### src/rtl/axi4_lite_slave_regs.sv
// rtl/axi4_lite_slave_regs.sv - AXI4-Lite responder over a bank of word-addressed registers
module axi4_lite_slave_regs #(
    parameter int                      DATA_WIDTH = 32,
    parameter int                      ADDR_WIDTH = 32,
    parameter int                      NUM_REGS   = 16,
    parameter logic [ADDR_WIDTH-1:0]   BASE_ADDR  = '0
) (
    input  logic                           clk,
    input  logic                           reset,
    input  logic                           awvalid,
    input  logic [ADDR_WIDTH-1:0]          awaddr,
    output logic                           awready,
    input  logic                           wvalid,
    input  logic [DATA_WIDTH-1:0]          wdata,
    output logic                           wready,
    output logic                           bvalid,
    output logic [1:0]                     bresp,
    input  logic                           bready,
    input  logic                           arvalid,
    input  logic [ADDR_WIDTH-1:0]          araddr,
    output logic                           arready,
    output logic                           rvalid,
    output logic [DATA_WIDTH-1:0]          rdata,
    output logic [1:0]                     rresp,
    input  logic                           rready,
    output logic [NUM_REGS*DATA_WIDTH-1:0] regs_flat
);
    localparam int unsigned IDX_W = $clog2(NUM_REGS);
    localparam int unsigned SPAN  = NUM_REGS * 4;

    localparam logic [0:0] WS_ADDRDATA = 1'b0;
    localparam logic [0:0] WS_RESP     = 1'b1;
    localparam logic [0:0] RS_IDLE     = 1'b0;
    localparam logic [0:0] RS_DATA     = 1'b1;

    localparam logic [1:0] RESP_OKAY   = 2'b00;
    localparam logic [1:0] RESP_SLVERR = 2'b10;

    // Addresses below BASE_ADDR wrap to a huge offset and fail the span test.
    function automatic logic addr_ok(input logic [ADDR_WIDTH-1:0] a);
        logic [ADDR_WIDTH-1:0] off;
        off = a - BASE_ADDR;
        return (off < ADDR_WIDTH'(SPAN)) && (a[1:0] == 2'b00);
    endfunction

    function automatic logic [IDX_W-1:0] addr_idx(input logic [ADDR_WIDTH-1:0] a);
        logic [ADDR_WIDTH-1:0] off;
        off = a - BASE_ADDR;
        return IDX_W'(off >> 2);
    endfunction

    logic [0:0]            ws_q, ws_d, rs_q, rs_d;
    logic                  aw_cap_q, aw_cap_d, w_cap_q, w_cap_d;
    logic [ADDR_WIDTH-1:0] awaddr_lat_q, awaddr_lat_d;
    logic [DATA_WIDTH-1:0] wdata_lat_q, wdata_lat_d;
    logic                  awready_q, awready_d, wready_q, wready_d;
    logic                  bvalid_q, bvalid_d;
    logic [1:0]            bresp_q, bresp_d, rresp_q, rresp_d;
    logic                  arready_q, arready_d, rvalid_q, rvalid_d;
    logic [DATA_WIDTH-1:0] rdata_q, rdata_d;
    logic [DATA_WIDTH-1:0] regs_q [NUM_REGS];
    logic [DATA_WIDTH-1:0] regs_d [NUM_REGS];

    logic                  aw_hs, w_hs, ar_hs;
    logic [ADDR_WIDTH-1:0] cm_addr;
    logic [DATA_WIDTH-1:0] cm_data;

    assign aw_hs   = awvalid && awready_q;
    assign w_hs    = wvalid && wready_q;
    assign ar_hs   = arvalid && arready_q;
    assign cm_addr = aw_hs ? awaddr : awaddr_lat_q;
    assign cm_data = w_hs ? wdata : wdata_lat_q;

    always_comb begin
        ws_d         = ws_q;
        aw_cap_d     = aw_cap_q;
        w_cap_d      = w_cap_q;
        awaddr_lat_d = awaddr_lat_q;
        wdata_lat_d  = wdata_lat_q;
        bvalid_d     = bvalid_q;
        bresp_d      = bresp_q;
        regs_d       = regs_q;
        case (ws_q)
            WS_ADDRDATA: begin
                if (aw_hs) begin
                    aw_cap_d     = 1'b1;
                    awaddr_lat_d = awaddr;
                end
                if (w_hs) begin
                    w_cap_d     = 1'b1;
                    wdata_lat_d = wdata;
                end
                // Both halves present only on the edge that completes the second handshake.
                if (aw_cap_d && w_cap_d) begin
                    if (addr_ok(cm_addr)) regs_d[addr_idx(cm_addr)] = cm_data;
                    bresp_d  = addr_ok(cm_addr) ? RESP_OKAY : RESP_SLVERR;
                    bvalid_d = 1'b1;
                    ws_d     = WS_RESP;
                end
            end
            default: begin
                if (bvalid_q && bready) begin
                    bvalid_d = 1'b0;
                    aw_cap_d = 1'b0;
                    w_cap_d  = 1'b0;
                    ws_d     = WS_ADDRDATA;
                end
            end
        endcase
        awready_d = (ws_d == WS_ADDRDATA) && !aw_cap_d;
        wready_d  = (ws_d == WS_ADDRDATA) && !w_cap_d;
    end

    // Reads sample regs_q, so a read accepted on a commit edge sees the old value.
    always_comb begin
        rs_d     = rs_q;
        rvalid_d = rvalid_q;
        rdata_d  = rdata_q;
        rresp_d  = rresp_q;
        case (rs_q)
            RS_IDLE: begin
                if (ar_hs) begin
                    rdata_d  = addr_ok(araddr) ? regs_q[addr_idx(araddr)] : '0;
                    rresp_d  = addr_ok(araddr) ? RESP_OKAY : RESP_SLVERR;
                    rvalid_d = 1'b1;
                    rs_d     = RS_DATA;
                end
            end
            default: begin
                if (rvalid_q && rready) begin
                    rvalid_d = 1'b0;
                    rs_d     = RS_IDLE;
                end
            end
        endcase
        arready_d = (rs_d == RS_IDLE);
    end

    always_ff @(posedge clk or posedge reset) begin
        if (reset) begin
            ws_q         <= WS_ADDRDATA;
            rs_q         <= RS_IDLE;
            aw_cap_q     <= 1'b0;
            w_cap_q      <= 1'b0;
            awaddr_lat_q <= '0;
            wdata_lat_q  <= '0;
            awready_q    <= 1'b0;
            wready_q     <= 1'b0;
            bvalid_q     <= 1'b0;
            bresp_q      <= 2'b00;
            arready_q    <= 1'b0;
            rvalid_q     <= 1'b0;
            rdata_q      <= '0;
            rresp_q      <= 2'b00;
            for (int i = 0; i < NUM_REGS; i++) regs_q[i] <= '0;
        end else begin
            ws_q         <= ws_d;
            rs_q         <= rs_d;
            aw_cap_q     <= aw_cap_d;
            w_cap_q      <= w_cap_d;
            awaddr_lat_q <= awaddr_lat_d;
            wdata_lat_q  <= wdata_lat_d;
            awready_q    <= awready_d;
            wready_q     <= wready_d;
            bvalid_q     <= bvalid_d;
            bresp_q      <= bresp_d;
            arready_q    <= arready_d;
            rvalid_q     <= rvalid_d;
            rdata_q      <= rdata_d;
            rresp_q      <= rresp_d;
            for (int i = 0; i < NUM_REGS; i++) regs_q[i] <= regs_d[i];
        end
    end

    assign awready = awready_q;
    assign wready  = wready_q;
    assign bvalid  = bvalid_q;
    assign bresp   = bresp_q;
    assign arready = arready_q;
    assign rvalid  = rvalid_q;
    assign rdata   = rdata_q;
    assign rresp   = rresp_q;

    for (genvar g = 0; g < NUM_REGS; g++) begin : g_flat
        assign regs_flat[g*DATA_WIDTH +: DATA_WIDTH] = regs_q[g];
    end
endmodule
### config.mk
export PLATFORM = sky130hd
export DESIGN_NAME = axi4_lite_slave_regs
export DESIGN_NICKNAME = d
export VERILOG_FILES = /design/src/rtl/axi4_lite_slave_regs.sv
export SDC_FILE = /design/constraint.sdc
export NUM_CORES = 1
export LEC_CHECK = 0
export BUFFER_PORTS_ARGS = -buffer_cell sky130_fd_sc_hd__buf_2
export CORE_AREA = 5 5 254 256
export CTS_CLUSTER_DIAMETER = 80
export DETAILED_ROUTE_END_ITERATION = 8
export DIE_AREA = 0 0 259 261
export PLACE_DENSITY = 0.69
export SLEW_MARGIN = 10
export SYNTH_ARGS = -nofsm -noshare
export SYNTH_HDL_FRONTEND = slang
export SYNTH_SLANG_ARGS = --single-unit
### constraint.sdc
create_clock -name clk -period 20.9 [get_ports clk]
set_input_delay 1.045 -clock clk [delete_from_list [all_inputs] [get_ports clk]]
set_output_delay 1.045 -clock clk [all_outputs]
set_load 0.005 [all_outputs]
======== After elaboration in Yosys (flattened, before gate mapping) ========
Cells that the tools add are included.
storage, ports and cells
  input bits .............................. 103
  word-level logic and storage cells ...... 96
  bits in registers ....................... 621
  output and inout bits ................... 553
operators by class
  reductions and logical operators ........ 22
  muxes and demuxes ....................... 31
  equality and inequality tests ........... 2
  bitwise logic cells ..................... 6
  order comparisons ....................... 5
operators with widths
  operator                                                      number
  bitwise mux 512 bit                                           1
  two-way mux 32 bit                                            6
  binary-select mux 32 bit (select 4 bit)                       1
  demux 32 bit (select 4 bit)                                   1
  less-than comparator 32 x 7 -> 1 bit (second input constant)  2
  two-way mux 1 bit                                             20
  logical AND 1 bit                                             11
  greater-or-equal comparator 5 bit (second input constant)     2
  inverter 4 -> 5 bit                                           2
  AND reduction 2 bit                                           4
  less-than comparator 5 x 1 -> 1 bit (second input constant)   1
  logical NOT 2 bit                                             2
  two-way mux 2 bit                                             2
  inequality test 2 x 1 -> 1 bit (second input constant)        2
  inverter 1 bit                                                4
  nonzero test 2 bit                                            2
  AND reduction 3 bit                                           1
  logical NOT 1 bit                                             2

======== Depth between registers and ports, before layout ========
  depth after elaboration ................. 8
  gate-level depth with buffers ........... 8
  mapped depth without buffers ............ 5

======== Worst setup path after synthesis ========
Ideal clock, no wire load.
  path kind ............................... input port to flip-flop
  start ................................... input araddr[2]
  end ..................................... register rdata_q[0], in the netlist rdata[0]
  arrival time ............................ 2.884 ns
  path buffers ............................ 2
  data required time ...................... 20.767 ns
  path slack .............................. 17.883 ns
  library setup time ...................... 0.133 ns
  stages on the path ...................... 6
  path through ............................ buf_2 -> buf_1 -> mux4_2 -> mux4_2 -> inv_1 -> o21ai_0
on the way
  cells in the longest elaborated chain, start to end .. 5
  elaborated cells on any way between the ends .. 7
  those cells by class .................... order compare: 1; mux: 4; bitwise: 1; reduce/logical: 1
RTL lines
  item                                                                          line  source
  start: declaration                                                            20    input logic [ADDR_WIDTH-1:0] araddr,
  branches (longest 4 deep; another with less-than comparator 32 x 7 -> 1 bit)  --
  two-way mux 32 bit *                                                          123   rdata_d = addr_ok(araddr) ? regs_q[addr_idx(araddr)] : '0;
  end signal: assignment                                                        169   rdata_q <= rdata_d;
  end: declaration                                                              60    logic [DATA_WIDTH-1:0] rdata_q, rdata_d;
Every way passes the cells marked *. The select of a mux whose other input is x is not followed.
A chain may end at the register's enable or synchronous reset.

======== Worst setup path after layout ========
  start ................................... input awvalid
  end ..................................... register regs_q, in the netlist regs_flat[427]
on the way
  cells in the longest elaborated chain, start to end .. 8
  elaborated cells on any way between the ends .. 16
  those cells by class .................... order compare: 3; mux: 6; bitwise: 1; reduce/logical: 6
RTL lines
  item                                                                          line  source
  start: declaration                                                            10    input logic awvalid,
  logical AND 1 bit *                                                           68    assign aw_hs = awvalid && awready_q;
  branches (longest 7 deep; another with less-than comparator 32 x 7 -> 1 bit)  --
  end: declaration                                                              61    logic [DATA_WIDTH-1:0] regs_q [NUM_REGS];
Marks and branches as above.

==> results by group <==
Floorplan
  • Initial Utilization: between 40% and 50%
  • Rows: between 90 and 100
  • Die H: 261 um
  • DIE WIDTH: between 200 and 300 um
  • DIE AREA: 67600 um^2
  • Core Footprint: ~62000 um^2
  • # IOs: around 660

Hold path
  • Worst hold path class: reg2reg
  • Hold Startpoint: rdata[24]
  • Min-Delay Path Depth: 2

Power
  • Internal cell power: 0.00219 W
  • Psw: roughly 0.00087 W
  • Leak: approximately 18 nW
  • Combinational share of power: 16.0%
  • Switching Fraction: between 20 and 30%
  • Clock power share: 41.0%
  • Flop pwr share: a little over two fifths
  • Cell area power density: around 90 nW/um^2
  • Worst IR Drop VDD: 0.0804 mV

Timing
  • Max Clock Skew: between 0.02 and 0.03 ns
  • Final setup fails: 0
  • Slew HR: between 10% and 20%
  • Pins Over Slew Limit: 0
  • Least-Margin Pin Slew: 1.22 ns
  • Period utilisation layout: between 10% and 20%
  • Total negative slack: 0 ns
  • F_max: roughly 0.26 GHz
  • Fin. Hold Viols: 0
  • RSZ-0062 raised after global routing: false
  • Min Tclk post-route: 3.84 ns

Cells and area
  • Layout area overhead: 22.6%
  • Register area: 15500 um^2
  • Post-route cell area: 34100 um^2
  • Filler Cell Count: 5092
  • Share of cells above drive strength 1: a little over three fifths
  • Area of the multi-input gates: approximately 12000 um^2
  • # nets final: roughly 2400

Logic synthesis
  • Synth Area in Simple Gates: approximately 2.5%
  • Post-Synthesis Mean Instance Area: between 15 and 20 um^2
  • Sequential area share after synthesis: between 50 and 60%
  • Synthesized area: between 20000 and 30000 um^2
  • Synth Area in XOR/XNOR: 0%
  • Mux cell area share after synthesis: between 30 and 40%
  • Yosys top cell area share: 55.7%
  • Synth top area cells: dfrtp_1, mux2_2, mux4_2
  • Synth unique cells: 36
  • Adder-Cell Fraction of Synth Area: 0%
  • Cells after synthesis: approximately 1700
  • Synth Area in Compound Gates: 1.18%
  • Yosys warnings: 0
  • Synth Register Bits: just over 600
  • Largest family of logic cells by synthesized area: multiplexers
  • Leading area contributor after synthesis: dfrtp_1

Place
  • Routability cong.: roughly 0.88
  • Dpl hpwl: 63500 um
  • Port buffer count: 653
  • Placed inst area: approximately 32000 um^2

CTS
  • H-tree levels: 3
  • Deepest clock path buffer count: 3
  • CTS resizes: 0
  • Setup Fix Bufs, Post-CTS: 0
  • Root buffer selected by CTS: clkbuf_16
  • Number of clock sinks: 619
  • Total CTS buffers: between 60 and 70
  • Clock latency on the worst-skew pair: 0.61 ns
  • CTS clk-pin slew, worst paths: about 0.060 ns
  • CTS tree: built
  • Post-CTS Hold Fix Bufs: 0

Global route
  • Vias in the first global route: just under 20000
  • Total track usage: roughly 28%
  • Largest net degree at the start of global routing: approximately 180
  • First-pass GRT wire length: 139000 um
  • Grt ovf: 0
  • Antenna violations before repair: 4

Setup path
  • CP cell instances: buf_2, and2_1, nand3_1, nand2_1, nand4_1, buf_4, mux2_2
  • R2R cell count: 6
  • CP Capture Type: flip-flop
  • Critical path class: in2reg
  • Crit Path Max Fanout: 21
  • Crit path launch: awvalid
  • Crit path depth: 7
  • Required time worst endpoint: about 21 ns
  • R2r startpoint: awready
  • Cell family with most CP delay: simple AND/OR/NAND/NOR gates
  • Worst-path cell with the longest stage delay: nand4_1
  • Startpoint types: input port
  • Crit path buf inv count: 2
  • Worst stage delay on the critical path: slightly above 0.9 ns
  • CP arrival: around 4.3 ns

Detailed routing
  • Post-Route WL: 95300 um
  • Iter 0 DRT Violations: between 1500 and 2000
  • Pre-antenna DRT Iters: 5
  • Antenna viol nets, final: 0
  • Drt via density: approximately 5.9
  • WL/cell: a little under 30 um
  • Residual DRC count: 0
  • Vias: between 15000 and 20000

Run
  • Max Cap Violations: 0

Run status
  • Status: complete, no violations
## per-stage QoR
stage | power, W | cells | utilization, % | hold WS [ns] | setup WS, ns
global placement | 0.00181 | 3118 | 51.0 | 0.462 | 16.49
floorplan | 0.00167 | 1727 | - | 0.454 | 2.52
global route | 0.00318 | 3241 | 54.8 | 0.491 | 16.89
finish | 0.00306 | 3241 | 54.8 | 0.477 | 17.06
CTS | 0.00308 | 3239 | 54.7 | 0.486 | 17.08
detailed placement | 0.00183 | 3118 | 51.0 | 0.474 | 16.41
## tightest hold or removal path, stage by stage, from the launching register on
cell and delay (ns):
dfrtp_1 0.34, nand2_1 0.04, o21ai_0 0.06
## area by class of cell
cell class              instances  share of cell area (%)
diodes                          2                  0.0147
clock buffers                  94                    5.82
clock inverters                27                    1.03
inverters                      34                   0.396
multi-input cells             934                    33.8
flip-flops and latches        619                    45.4
well taps                     846                    3.10
repair buffers                685                    10.4
## worst paths after layout
kind,slack [ns],end
max,17.06,regs_flat[427]
min,0.48,rdata[24]
max reg2reg,17.19,regs_flat[427]
min reg2reg,0.48,rdata[24]
max in group asynchronous,17.74,ws_q
min in group asynchronous,0.60,regs_flat[161]
## cell usage after synthesis (all sizes together)
library cell and number:
dfrtp 619, o21ai 32, nor4 19, or4 2, o21a 1, nand3 6, a221oi 4, nand3b 8
o31ai 2, or2 2, conb 1, buf 84, mux2i 1, a21oi 4, a21o 2, and2 1
nand2 49, mux2 608, nor2 7, clkbuf 56, or3 2, nor3 1, nand4b 1, nand4 19
mux4 160, inv 34, nand2b 1
## power by group through the flow
stage / Clock (W) / Sequential, W / Combinational [W]
6_report: 0.00125 / 0.00131 / 0.000490
5_1_grt: 0.00133 / 0.00132 / 0.000534
4_1_cts: 0.00127 / 0.00131 / 0.000492
3_5_place_dp: 0 / 0.00134 / 0.000491
3_3_place_gp: 0 / 0.00133 / 0.000479
2_1_floorplan: 0 / 0.00132 / 0.000353
## cells by family after synthesis
| kind of cell | after synthesis |
|---|---|
| muxes | 769 |
| DFF | 619 |
| buffers and inverters | 174 |
| and+or+nand+nor | 118 |
| AOI/OAI and AO/OA | 45 |
| other | 1 |
## state kept, by name, indices dropped and copies added, names as in the netlist, 32 cells and up
register,cells
rdata,32
regs_flat,512
awaddr_lat_q,32
wdata_lat_q,32
## layer usage
| layer | global-route usage [%] | part of all wire [%] | vias up | wire length [um] |
|---|---|---|---|---|
| met5 | 0 | 0.014 | - | 13 |
| met4 | 11.3 | 4.5 | 2 | 4280 |
| met3 | 6.52 | 7.8 | 225 | 7470 |
| met2 | 44.6 | 48 | 905 | 46000 |
| met1 | 36.6 | 39 | 10100 | 37500 |
| li1 | - | - | 7703 | - |
## cells in the final DEF (no fill, tap or decap), drive strengths merged, types with 4 or more instances in the layout
cell type / count
nand3b: 8
nor2: 7
mux4: 160
clkinv: 16
mux2: 608
nand3: 6
nand2: 49
buf: 685
nor4: 19
clkbuf: 94
inv: 38
dfrtp: 619
o21ai: 32
nand4: 19
a21oi: 4
a221oi: 4
bufinv: 7
Note: power is estimated with default switching activity, not from simulation.
